File: src/rtl/mips_pkg.sv
// Shared MIPS definitions for the instruction encoder: the operation-select
// enum, major opcodes, R-type funct codes and the loader FSM state type.
package mips_pkg;

    // Symbolic operation select presented on op_sel. Codes 19..31 are illegal.
    typedef enum logic [4:0] {
        OPS_ADD  = 5'd0,
        OPS_SUB  = 5'd1,
        OPS_AND  = 5'd2,
        OPS_OR   = 5'd3,
        OPS_XOR  = 5'd4,
        OPS_NOR  = 5'd5,
        OPS_SLT  = 5'd6,
        OPS_SLTU = 5'd7,
        OPS_SLL  = 5'd8,
        OPS_SRL  = 5'd9,
        OPS_SRA  = 5'd10,
        OPS_SLLV = 5'd11,
        OPS_SRLV = 5'd12,
        OPS_JR   = 5'd13,
        OPS_ADDI = 5'd14,
        OPS_LW   = 5'd15,
        OPS_SW   = 5'd16,
        OPS_BEQ  = 5'd17,
        OPS_BNE  = 5'd18
    } op_sel_e;

    // Major opcodes, instruction bits [31:26].
    localparam logic [5:0] OP_RTYPE = 6'b000000;
    localparam logic [5:0] OP_ADDI  = 6'b001000;
    localparam logic [5:0] OP_LW    = 6'b100011;
    localparam logic [5:0] OP_SW    = 6'b101011;
    localparam logic [5:0] OP_BEQ   = 6'b000100;
    localparam logic [5:0] OP_BNE   = 6'b000101;

    // R-type funct codes, instruction bits [5:0].
    localparam logic [5:0] FN_SLL  = 6'b000000;
    localparam logic [5:0] FN_SRL  = 6'b000010;
    localparam logic [5:0] FN_SRA  = 6'b000011;
    localparam logic [5:0] FN_SLLV = 6'b000100;
    localparam logic [5:0] FN_SRLV = 6'b000110;
    localparam logic [5:0] FN_JR   = 6'b001000;
    localparam logic [5:0] FN_ADD  = 6'b100000;
    localparam logic [5:0] FN_SUB  = 6'b100010;
    localparam logic [5:0] FN_AND  = 6'b100100;
    localparam logic [5:0] FN_OR   = 6'b100101;
    localparam logic [5:0] FN_XOR  = 6'b100110;
    localparam logic [5:0] FN_NOR  = 6'b100111;
    localparam logic [5:0] FN_SLT  = 6'b101010;
    localparam logic [5:0] FN_SLTU = 6'b101011;

    // Loader session state.
    typedef enum logic [1:0] {
        ST_IDLE = 2'd0,
        ST_LOAD = 2'd1,
        ST_DONE = 2'd2
    } enc_state_e;

endpackage

File: src/rtl/instr_pack.sv
// Combinational MIPS word packer: maps op_sel plus raw fields onto a 32-bit
// R-type or I-type instruction, zeroing the fields each operation ignores.
module instr_pack
    import mips_pkg::*;
(
    input  logic [4:0]  op_sel,
    input  logic [4:0]  rs,
    input  logic [4:0]  rt,
    input  logic [4:0]  rd,
    input  logic [4:0]  shamt,
    input  logic [15:0] imm,
    output logic [31:0] word,
    output logic        illegal
);

    logic       r_type;
    logic       keep_shamt;
    logic       zero_rs;
    logic       is_jr;
    logic [5:0] funct;
    logic [5:0] opcode;
    logic [4:0] rs_f;
    logic [4:0] rt_f;
    logic [4:0] rd_f;
    logic [4:0] sh_f;

    // Decode op_sel into format, opcode/funct and field-forcing flags, then pack.
    always_comb begin
        // NOTE: every signal assigned here gets a default first, so no path through the case can leave one holding its old value and infer a latch.
        illegal    = 1'b0;
        r_type     = 1'b1;
        keep_shamt = 1'b0;
        zero_rs    = 1'b0;
        is_jr      = 1'b0;
        funct      = FN_SLL;
        opcode     = OP_RTYPE;
        word       = '0;
        case (op_sel)
            OPS_ADD:  funct = FN_ADD;
            OPS_SUB:  funct = FN_SUB;
            OPS_AND:  funct = FN_AND;
            OPS_OR:   funct = FN_OR;
            OPS_XOR:  funct = FN_XOR;
            OPS_NOR:  funct = FN_NOR;
            OPS_SLT:  funct = FN_SLT;
            OPS_SLTU: funct = FN_SLTU;
            OPS_SLL:  begin funct = FN_SLL; keep_shamt = 1'b1; zero_rs = 1'b1; end
            OPS_SRL:  begin funct = FN_SRL; keep_shamt = 1'b1; zero_rs = 1'b1; end
            OPS_SRA:  begin funct = FN_SRA; keep_shamt = 1'b1; zero_rs = 1'b1; end
            OPS_SLLV: funct = FN_SLLV;
            OPS_SRLV: funct = FN_SRLV;
            OPS_JR:   begin funct = FN_JR; is_jr = 1'b1; end
            OPS_ADDI: begin r_type = 1'b0; opcode = OP_ADDI; end
            OPS_LW:   begin r_type = 1'b0; opcode = OP_LW;   end
            OPS_SW:   begin r_type = 1'b0; opcode = OP_SW;   end
            OPS_BEQ:  begin r_type = 1'b0; opcode = OP_BEQ;  end
            OPS_BNE:  begin r_type = 1'b0; opcode = OP_BNE;  end
            default:  illegal = 1'b1;
        endcase

        // Immediate shifts take no rs; jr uses rs only; shamt only for shifts.
        rs_f = zero_rs    ? 5'd0 : rs;
        rt_f = is_jr      ? 5'd0 : rt;
        rd_f = is_jr      ? 5'd0 : rd;
        sh_f = keep_shamt ? shamt : 5'd0;

        if (illegal) begin
            word = '0;
        end else if (r_type) begin
            word = {OP_RTYPE, rs_f, rt_f, rd_f, sh_f, funct};
        end else begin
            word = {opcode, rs, rt, imm};
        end
    end

endmodule

File: src/rtl/instr_encoder.sv
// Instruction encoder and instruction-memory loader. Accepts one symbolic
// instruction per valid/ready handshake, packs it via instr_pack and writes
// it to consecutive addresses through a registered write port.
// Optional feature: define ENC_CHECKSUM_EN to add the running-XOR output chk.
module instr_encoder
    import mips_pkg::*;
#(
    parameter int DEPTH = 64,
    parameter int AW    = 6
) (
    input  logic          clk,
    input  logic          rst_n,
    input  logic          start,
    input  logic          finish,
    input  logic          in_valid,
    output logic          in_ready,
    input  logic [4:0]    op_sel,
    input  logic [4:0]    rs,
    input  logic [4:0]    rt,
    input  logic [4:0]    rd,
    input  logic [4:0]    shamt,
    input  logic [15:0]   imm,
    output logic          wr_en,
    output logic [AW-1:0] wr_addr,
    output logic [31:0]   wr_data,
    output logic [AW:0]   count,
    output logic          busy,
    output logic          done,
    output logic          err_illegal
`ifdef ENC_CHECKSUM_EN
    ,
    output logic [31:0]   chk
`endif
);

    localparam logic [AW:0] FULL    = (AW + 1)'(DEPTH);
    localparam logic [AW:0] CNT_ONE = (AW + 1)'(1);

    enc_state_e    state_q, state_d;
    logic [AW:0]   count_q, count_d;
    logic          wr_en_q, wr_en_d;
    logic [AW-1:0] wr_addr_q, wr_addr_d;
    logic [31:0]   wr_data_q, wr_data_d;
    logic          done_q, done_d;
    logic          err_q, err_d;
`ifdef ENC_CHECKSUM_EN
    logic [31:0]   chk_q, chk_d;
`endif

    logic [31:0]   pack_word;
    logic          pack_illegal;
    logic          accept;

    instr_pack u_pack (
        .op_sel  (op_sel),
        .rs      (rs),
        .rt      (rt),
        .rd      (rd),
        .shamt   (shamt),
        .imm     (imm),
        .word    (pack_word),
        .illegal (pack_illegal)
    );

    // count doubles as the next write address; it never passes DEPTH.
    assign in_ready = (state_q == ST_LOAD) && (count_q < FULL);
    assign accept   = in_valid && in_ready;

    // Next-state logic: session control, write generation and sticky flags.
    always_comb begin
        state_d   = state_q;
        count_d   = count_q;
        wr_en_d   = 1'b0;
        wr_addr_d = wr_addr_q;
        wr_data_d = wr_data_q;
        done_d    = done_q;
        err_d     = err_q;
`ifdef ENC_CHECKSUM_EN
        chk_d     = chk_q;
`endif
        if (start) begin
            // A start in any state opens a fresh session; a write accepted
            // in the same cycle is dropped.
            state_d   = ST_LOAD;
            count_d   = '0;
            wr_addr_d = '0;
            done_d    = 1'b0;
            err_d     = 1'b0;
`ifdef ENC_CHECKSUM_EN
            chk_d     = '0;
`endif
        end else if (state_q == ST_LOAD) begin
            if (accept) begin
                if (pack_illegal) begin
                    err_d = 1'b1;
                end else begin
                    wr_en_d   = 1'b1;
                    wr_addr_d = count_q[AW-1:0];
                    wr_data_d = pack_word;
                    count_d   = count_q + CNT_ONE;
`ifdef ENC_CHECKSUM_EN
                    chk_d     = chk_q ^ pack_word;
`endif
                end
            end
            // Full is seen one cycle after the final write has been issued.
            if (finish || (count_q == FULL)) begin
                state_d = ST_DONE;
                done_d  = 1'b1;
            end
        end
    end

    // State and output registers; reset aborts any session with no write.
    always_ff @(posedge clk or negedge rst_n) begin
        if (!rst_n) begin
            state_q   <= ST_IDLE;
            count_q   <= '0;
            wr_en_q   <= 1'b0;
            wr_addr_q <= '0;
            wr_data_q <= '0;
            done_q    <= 1'b0;
            err_q     <= 1'b0;
`ifdef ENC_CHECKSUM_EN
            chk_q     <= '0;
`endif
        end else begin
            // NOTE: non-blocking assignments so every register samples the pre-edge values computed in always_comb.
            state_q   <= state_d;
            count_q   <= count_d;
            wr_en_q   <= wr_en_d;
            wr_addr_q <= wr_addr_d;
            wr_data_q <= wr_data_d;
            done_q    <= done_d;
            err_q     <= err_d;
`ifdef ENC_CHECKSUM_EN
            chk_q     <= chk_d;
`endif
        end
    end

    assign wr_en       = wr_en_q;
    assign wr_addr     = wr_addr_q;
    assign wr_data     = wr_data_q;
    assign count       = count_q;
    assign busy        = (state_q == ST_LOAD);
    assign done        = done_q;
    assign err_illegal = err_q;
`ifdef ENC_CHECKSUM_EN
    assign chk         = chk_q;
`endif

endmodule

File: config.mk
export PLATFORM = sky130hd
export DESIGN_NAME = instr_encoder
export DESIGN_NICKNAME = d
export VERILOG_FILES = /design/src/rtl/mips_pkg.sv /design/src/rtl/instr_pack.sv /design/src/rtl/instr_encoder.sv
export SDC_FILE = /design/constraint.sdc
export NUM_CORES = 1
export LEC_CHECK = 0
export BUFFER_PORTS_ARGS = -buffer_cell sky130_fd_sc_hd__buf_2
export CORE_ASPECT_RATIO = 0.5
export CORE_UTILIZATION = 37
export DETAILED_ROUTE_END_ITERATION = 8
export GPL_ROUTABILITY_DRIVEN = 1
export PLACE_DENSITY_LB_ADDON = 0.3
export SYNTH_ARGS = -nofsm -noshare
export SYNTH_HDL_FRONTEND = slang
export SYNTH_SLANG_ARGS = --single-unit
export TNS_END_PERCENT = 5
File: constraint.sdc
create_clock -name clk -period 1.6 [get_ports clk]
set_clock_uncertainty 0.05 [all_clocks]
set_input_delay 0.08 -clock clk [delete_from_list [all_inputs] [get_ports clk]]
set_output_delay 0.08 -clock clk [all_outputs]
set_load 0.01 [all_outputs]
==> metrics.txt, run 1 <==
DR vias=about 2.3k; end of the worst register-to-register path=wr_data[13]; Total GRT Usage=a little under a fifth; largest net degree at the start of global routing=48; Worst Path Arrival=1.68 ns; Synth top area share=about half; DR top layer=met4; Post-CTS Setup Inserts=0; HP Class=in -> reg; Max Fclk=0.641 GHz; Synth cell types=48; share of cells above drive strength 1=a little under two fifths; initial DRC count=about 110; filler cell count=563; final worst slack=between 0.03 and 0.04 ns; Critical Path End Type=register; Fin Setup TNS=0 ns; mapped cell area=2410 µm²; Detail Route Antenna Nets=0; antenna violations before repair=0; area leader, netlist=dfrtp_1; wire per inst=13.3 µm; Worst-path clk slew=0.06 ns; Post-Synth XOR/XNOR Area=between 1.5 and 2%; mux contribution to synthesized area=2.90%; synthesized area per cell=9.43 µm²; DRT Pass-1 Iters=4; compound-cell area share of the yosys netlist=about 18%; Seq/Total Area, Yosys=about 49%; reg-to-reg startpoint=count[6]; I/O pins=96; R2R setup slack=0.04 ns; Syn Nets=304; Num CTS Buffers=5; largest family of logic cells by synthesized area=simple AND/OR/NAND/NOR gates; yosys warns=0; vias in the first global route=about 2.2k; Slew Viols, Final=0; max_cap viols=0; maximum vdd drop=~0.45 mV; status=complete, but fails checks; CP max FO=20; period utilization=a little over nine tenths; CP Launch Type=register; failing checks=hold timing; worst-case reg-to-reg path depth=5; leakage power=approximately 1.7 nW; CTS tree=built; Critical Path Sink=wr_data[13]; FP Rows=20; root buf cell=clkbuf_16; Setup crit start=count[6]; WHS=-0.00172 ns; EDFF count, synth=0; final setup fails=0; WL final=approximately 6300 µm; Die Y=59.1 µm; Slew @ Worst Pin=0.935 ns; GPL Wtd Cong=0.832; top-count cell post-synth=dfrtp_1; WL met1=2890 µm; area grow syn2layout=47.2%; met2 WL=3090 µm; die area=just under 7000 µm²; WL met3=~240 µm; DRC=0; CP Data Required Time=around 1.7 ns; post-detail-place hpwl=approximately 4500 µm; worst skew pair latency=between 0.2 and 0.3 ns; #FFs+latches synth=between 40 and 50; first-pass GRT wire length=roughly 10000 µm; I/O Buffers=94; clock sink count=47; gr ovfl total=0; fin crit period=between 1.5 and 2 ns; H-tree depth=2; starting density of the core=between 30 and 40%; Synth async-reset ratio=100%; Cells after Synth=256; Power Dens Cells=roughly 990 nW/µm²; Synth area leaders=dfrtp_1 (49%), nor2_1 (6.4%), nand2_1 (4.8%); Primary FF master, synth=dfrtp_1; dpl ws=-0.109 ns; Commonest cells post-synth=dfrtp_1 (47), nor2_1 (41), nand2_1 (31); Setup CP Type=reg -> reg; # diodes=0; Adder-Cell Fraction of Synth Area=1.04%; core area=6180 µm²; maximum clock insertion buffer count=2; Die X=116 µm; final net count=approximately 430; Rel. slew slack=37.2%; DR vias/cell=4.87; RSZ-0062 raised after global routing=yes; Hold Vio Cnt, Final=1; Synth Area in Simple Gates=21.3%
==> cells by family after synthesis <==
family / Yosys count
AOI/OAI and AO/OA: 55
xor gates and xnor gates: 5
adders and majority gates: 2
buffers and inverters: 27
DFF: 47
muxes: 7
other: 1
and+or+nand+nor: 112
==> layout by cell type, fill, tap and decap left out, types with 3 or more instances in the layout <==
cell type      synthesis  layout
a221oi_2               0       9
inv_1                  6       6
a21oi_1                9       9
xnor2_1                4       4
dfrtp_1               47      47
nor2_1                41      41
nand2_1               31      31
a31oi_1                4       4
nand3_1               16      16
o21ai_0                7       7
a211oi_1               4       4
buf_12                 0       3
clkbuf_16              0       5
nand2b_1               4       4
buf_4                  4      17
nor2b_1                9       9
nor3_1                 3       3
mux2i_1                7       7
buf_2                  2      94
buf_6                  5       3
dlygate4sd3_1          0      20
==> layer usage <==
metal | up-vias | track usage, %
li1 | 1138 | -
met1 | 1077 | 23.9
met2 | 61 | 33.8
met3 | 6 | 3.68
met4 | 0 | 3.85
met5 | - | 0
==> flip-flops by register name, indices dropped and copies added, names as in the netlist <==
register / cells
count: 7
wr_addr: 6
wr_data: 30
err_illegal: 1
wr_en: 1
state_q: 2
==> what timing repair did <==
item,CTS,global route
hold endpoints to repair,63,0
setup endpoints to repair,15,27
resized for setup,2,7
hold buffers,20,0
pin swaps,0,1
==> how the worst min path moves through the flow <==
stage | startpoint | endpoint | slack, ns | cells after the start
final | imm[15] | wr_data[15] | -0.002 | 3
after global routing | rd[3] | wr_data[14] | 0.003 | 3
after CTS | imm[6] | wr_data[6] | 0.003 | 3
after detailed placement | rst_n | wr_data[16] | 0.17 | 2
after global placement | rst_n | wr_data[4] | 0.15 | 2
after floorplan | rst_n | count[0] | -0.27 | 0
==> cell type report <==
cell class / count / area (µm²) / share of cell area, %
Tap cell: 88 / 110 / 3.10
Inverter: 7 / 31.3 / 0.880
Clock buffer: 6 / 139 / 3.91
Sequential cell: 47 / 1180 / 33.1
Timing Repair Buffer: 137 / 892 / 25.1
Clock inverter: 2 / 35.0 / 0.986
Multi-Input combinational cell: 182 / 1170 / 32.9
==> per-stage QoR <==
stage	hold WS, ns	power, mW	util [%]	cell area (µm²)	std cells
2_1_floorplan	-0.266	1.92	-	2480	256
3_3_place_gp	0.151	2.27	50.5	3120	441
3_5_place_dp	0.166	2.30	50.5	3120	441
4_1_cts	0.00287	3.56	56.9	3520	469
5_1_grt	0.00349	3.73	57.5	3550	469
6_report	-0.00172	3.53	57.5	3550	469
==> power by group <==
part           internal, mW  leakage, nW  total [mW]  switching [mW]
Clock                 0.777       0.0868        1.21           0.429
Combinational         0.399         1.06       0.849           0.449
Sequential             1.38        0.598        1.48           0.101
Total                  2.55         1.75        3.53           0.979
==> worst max-delay path, stage by stage (launching register included) <==
cell and delay, ns:
dfrtp_1 0.38, nand4bb_4 0.24, a211o_4 0.34, buf_12 0.18, a221oi_4 0.19, nor2_1 0.07
Power figures use the tool's default switching activity.
==> inputs of run 2 (changes only) <==
Settings changed: GPL_ROUTABILITY_DRIVEN 1 to 0, SYNTH_HIERARCHICAL set to 1.
==> metrics.txt, run 2 <==
CP max FO=17; period utilization=105%; Num CTS Buffers=5; WHS=0.0350 ns; Cells after Synth=roughly 260; top-count cell post-synth=dfrtp_1; root buf cell=clkbuf_16; HP Class=in -> reg; maximum vdd drop=about 0.43 mV; Post-CTS Setup Inserts=0; initial DRC count=94; worst skew pair latency=a little under 0.3 ns; most common cell after layout, fill and taps aside=buf_2; vias in the first global route=about 2.5k; final net count=between 400 and 500; DR vias/cell=about 5.3; Power Dens Cells=around 990 nW/µm²; Post-DP Area=around 3500 µm²; Setup CP Type=reg -> reg; Seq/Total Area, Yosys=a little over two fifths; FP Rows=22; Synth area leaders=dfrtp_1 (43%), mux2_4 (15%), a21oi_1 (3.2%); max reg flops=32; failing checks=DRC, setup timing; I/O pins=96; final worst slack=-0.0736 ns; DR vias=2,455; final setup fails=33; status=complete, but fails checks; Critical Path End Type=register; Synth top area share=43.1%; Slew Viols, Final=0; RSZ-0062 raised after global routing=yes; most frequent cells in the layout=buf_2 (95), dfrtp_1 (49), mux2_4 (29), buf_4 (27), a21oi_1 (16); Synth cell types=55; Commonest cells post-synth=dfrtp_1 (49), mux2_4 (29), a21oi_1 (18); CTS tree=built; fin crit period=1.67 ns; core area=approximately 7400 µm²; area leader, netlist=dfrtp_1; CP Launch Type=register; wire per inst=15.9 µm; Primary FF master, synth=dfrtp_1; Die X=about 130 µm; Die Y=64.0 µm; EDFF count, synth=0; H-tree depth=2; area grow syn2layout=31.9%; CP Data Required Time=approximately 1.7 ns; clock sink count=49; I/O Buffers=95; gr ovfl total=0; post-detail-place hpwl=around 5300 µm; DRT Pass-1 Iters=6; Hold Vio Cnt, Final=0; first-pass GRT wire length=12,500 µm; # diodes=0; Final Cell Area=about 3700 µm²; starting density of the core=roughly two fifths; WL final=7400 µm; Max Fclk=around 0.60 GHz; fin util=50.8%; yosys warns=6; filler cell count=678; max_cap viols=0; Worst Path Arrival=roughly 1.8 ns; Syn Nets=about 300; antenna violations before repair=0; maximum clock insertion buffer count=2; mapped cell area=2840 µm²; leakage power=1.92 nW; largest net degree at the start of global routing=41; #FFs+latches synth=around 50; Synth async-reset ratio=100%; Worst-path clk slew=roughly 0.060 ns; synthesized area per cell=11.1 µm²; Detail Route Antenna Nets=0; share of cells above drive strength 1=48.4%; die area=just over 8000 µm²; DRC=1; Total GRT Usage=19.8%
run 2: final timing paths:
check | from | to | slack [ns] | cells past startpoint
max | done | wr_data[9] | -0.07 | 4
min | finish | done | 0.03 | 3
max reg2reg | done | wr_data[9] | -0.07 | 4
min reg2reg | wr_data[20] | wr_data[20] | 0.45 | 1
max in group asynchronous | rst_n | wr_data[10] | 0.86 | 3
min in group asynchronous | rst_n | wr_addr[4] | 0.14 | 2
run 2: repair_timing:
action | in CTS | in global routing
hold buffers | 1 | 0
resized for setup | 3 | 0
hold endpoints to repair | 49 | 0
cloned | 1 | 0
endpoints found under the setup margin | 33 | 35
run 2: final cells by class:
| class | instances | area [µm²] | area share [%] |
|---|---|---|---|
| multi-input cells | 179 | 1460 | 38.9 |
| well taps | 96 | 120 | 3.20 |
| flip-flops and latches | 49 | 1230 | 32.7 |
| clock inverters | 1 | 5.00 | 0.133 |
| clock buffers | 7 | 153 | 4.07 |
| repair buffers | 126 | 756 | 20.2 |
| inverters | 8 | 30.0 | 0.801 |
run 2: where the power goes:
| group | switching, mW | leakage (nW) | internal [mW] | total (mW) |
|---|---|---|---|---|
| Combinational | 0.464 | 1.19 | 0.566 | 1.03 |
| Sequential | 0.115 | 0.651 | 1.44 | 1.55 |
| Clock | 0.459 | 0.0799 | 0.663 | 1.12 |
run 2: routing by layer:
metal	global-route usage, %	vias to the layer above	part of all wire [%]
li1	-	1162	-
met1	24.9	1214	44
met2	34.0	70	50
met3	4.36	9	5.1
met4	6.02	0	1.3
met5	0	-	0
run 2: stage by stage:
stage / TNS, ns / setup slack [ns] / power [mW] / cells
2_1_floorplan: -4.69 / -0.162 / 2.17 / 256
3_3_place_gp: -3.54 / -0.114 / 2.56 / 456
3_5_place_dp: -4.77 / -0.157 / 2.60 / 456
4_1_cts: -2.42 / -0.0879 / 3.75 / 466
5_1_grt: -3.85 / -0.126 / 3.90 / 466
6_report: -2.04 / -0.0736 / 3.70 / 466
run 2: cells by family (layout without fill, tap and decap cells):
kind of cell	Yosys count	in the layout	share of synthesized area (%)
and+or+nand+nor	74	74	15.8
AOI/OAI and AO/OA	68	68	16.6
DFF	49	49	43.1
muxes	34	34	17.2
buffers and inverters	28	142	6.25
adders and majority gates	2	2	0.880
other	1	1	0.132
run 2: worst max-delay path, stage by stage (launching register included):
cell and delay [ns]:
dfrtp_1 0.39, nand4bb_4 0.23, or3_4 0.39, buf_12 0.19
mux2_4 0.30
==> inputs of run 3 (changes only) <==
Settings changed: REMOVE_ABC_BUFFERS set to 1, SKIP_LAST_GASP set to 1.
==> metrics.txt, run 3 (synthesis results as in run 2) <==
status=complete, but fails checks; failing checks=setup timing; root buf cell=clkbuf_16; most frequent cells in the layout=buf_2 (95), dfrtp_1 (49), mux2_4 (29), buf_4 (25), a21oi_1 (18); dpl ws=-0.191 ns; post-detail-place hpwl=5060 µm; worst-case reg-to-reg path depth=4; wire per inst=roughly 15 µm; end of the worst register-to-register path=wr_data[21]; Num CTS Buffers=5; area grow syn2layout=31.4%; Slew @ Worst Pin=about 0.62 ns; filler cell count=around 690; WL final=~7000 µm; vias in the first global route=between 2k and 2.5k; I/O pins=96; max reg flops=32; Worst Path Arrival=1.82 ns; Max Fclk=between 0.5 and 0.6 GHz; final worst slack=-0.0901 ns; Slowest-stage cell, CP=or3_4; DRT Pass-1 Iters=4; FP Rows=22; Slew Viols, Final=0; first-pass GRT wire length=roughly 11,000 µm; # diodes=0; Buf/Inv on CP=1; Setup CP Type=reg -> reg; fin crit period=1.69 ns; overall power=3.94 mW; share of cells above drive strength 1=a little under half; H-tree depth=2; final setup fails=33; CTS tree=built; DR vias/cell=approximately 5.2; hold path start=imm[4]; reg-to-reg startpoint=count[6]; Die X=around 130 µm; Detail Route Antenna Nets=0; core area=between 7000 and 8000 µm²; Worst-path clk slew=0.07 ns; worst skew pair latency=about 0.29 ns; DRC=0; maximum clock insertion buffer count=2; worst hold endpoint=wr_data[4]; Finished Layout Cells=between 400 and 500; largest net degree at the start of global routing=50; maximum vdd drop=just under 0.6 mV; Power Dens Cells=between 1000 and 1500 nW/µm²; clock sink count=49; HP Class=in -> reg; Post-DP Area=3500 µm²; final net count=between 400 and 500; RSZ-0062 raised after global routing=yes; Placed Cells=453; Fin Setup TNS=-2.54 ns; CP cell instances=nand4bb_4 -> or3_4 -> buf_12 -> mux2_4; CP Data Required Time=1.73 ns; Die Y=~64 µm; leakage power=~1.9 nW; WHS=0.0704 ns; Hold Vio Cnt, Final=0; Critical Path End Type=register; starting density of the core=between 30 and 40%; Final Cell Area=3740 µm²; Hold Path Stages=3; max_cap viols=0; fin util=a little over 50%; CP Launch Type=register; initial DRC count=slightly above 80; antenna violations before repair=0; die area=8060 µm²; period utilization=106%; Rel. slew slack=58.8%; most common cell after layout, fill and taps aside=buf_2; family with the most delay on the worst path=simple AND/OR/NAND/NOR gates; CP max FO=17; R2R setup slack=-0.09 ns; DR vias=~2.4k; gr ovfl total=0; I/O Buffers=95; Total GRT Usage=between 10% and 20%; max incr delay on CP=0.40 ns
run 3: cell count changes in the layout (fill, tap and decap cells not counted):
cell	change
clkbuf_8	-2
bufinv_16	+2
clkinv_2	-1
a21oi_4	-1
a21oi_2	-1
buf_12	-1
buf_4	-2
a21oi_1	+2
inv_6	+1
run 3: worst max path at each step:
stage / depth (start not counted) / to / from / slack, ns
CTS: 4 / wr_data[13] / count[6] / -0.1
detailed placement: 4 / wr_data[31] / count[6] / -0.19
global route: 4 / wr_data[21] / count[6] / -0.13
floorplan: 4 / wr_data[0] / op_sel[0] / -1.28
global placement: 4 / wr_data[3] / count[6] / -0.17
finish: 4 / wr_data[21] / count[6] / -0.09
run 3: repair_timing:
item | 4_1_cts | 5_1_grt
setup buffers | 0 | 0
hold buffers | 1 | 0
resized for setup | 2 | 0
endpoints found under the hold margin | 49 | 0
cloned | 1 | 0
setup endpoints to repair | 33 | 35
run 3: worst reg2reg max path: stages, from the launching register on:
cell and delay (ns):
dfrtp_1 0.38, nand4bb_4 0.24, or3_4 0.40, buf_12 0.19, mux2_4 0.31
run 3: layout make-up:
type,count,area [µm²],area share [%]
Inverter,8,30.0,0.804
Timing Repair Buffer,123,721,19.3
Clock buffer,5,125,3.35
Clock inverter,3,68.8,1.84
Multi-Input combinational cell,179,1450,38.7
Tap cell,96,120,3.22
Sequential cell,49,1230,32.8
run 3: layer usage:
metal,global-route usage [%],part of all wire (%)
met1,22.9,46
met2,30.6,48
met3,4.44,4.6
met4,6.17,0.90
met5,0,0
run 3: where the power goes:
| group | internal [mW] | switching (mW) | leakage (nW) |
|---|---|---|---|
| Combinational | 0.556 | 0.452 | 1.17 |
| Sequential | 1.44 | 0.117 | 0.651 |
| Clock | 0.901 | 0.478 | 0.0944 |
| Total | 2.89 | 1.05 | 1.92 |
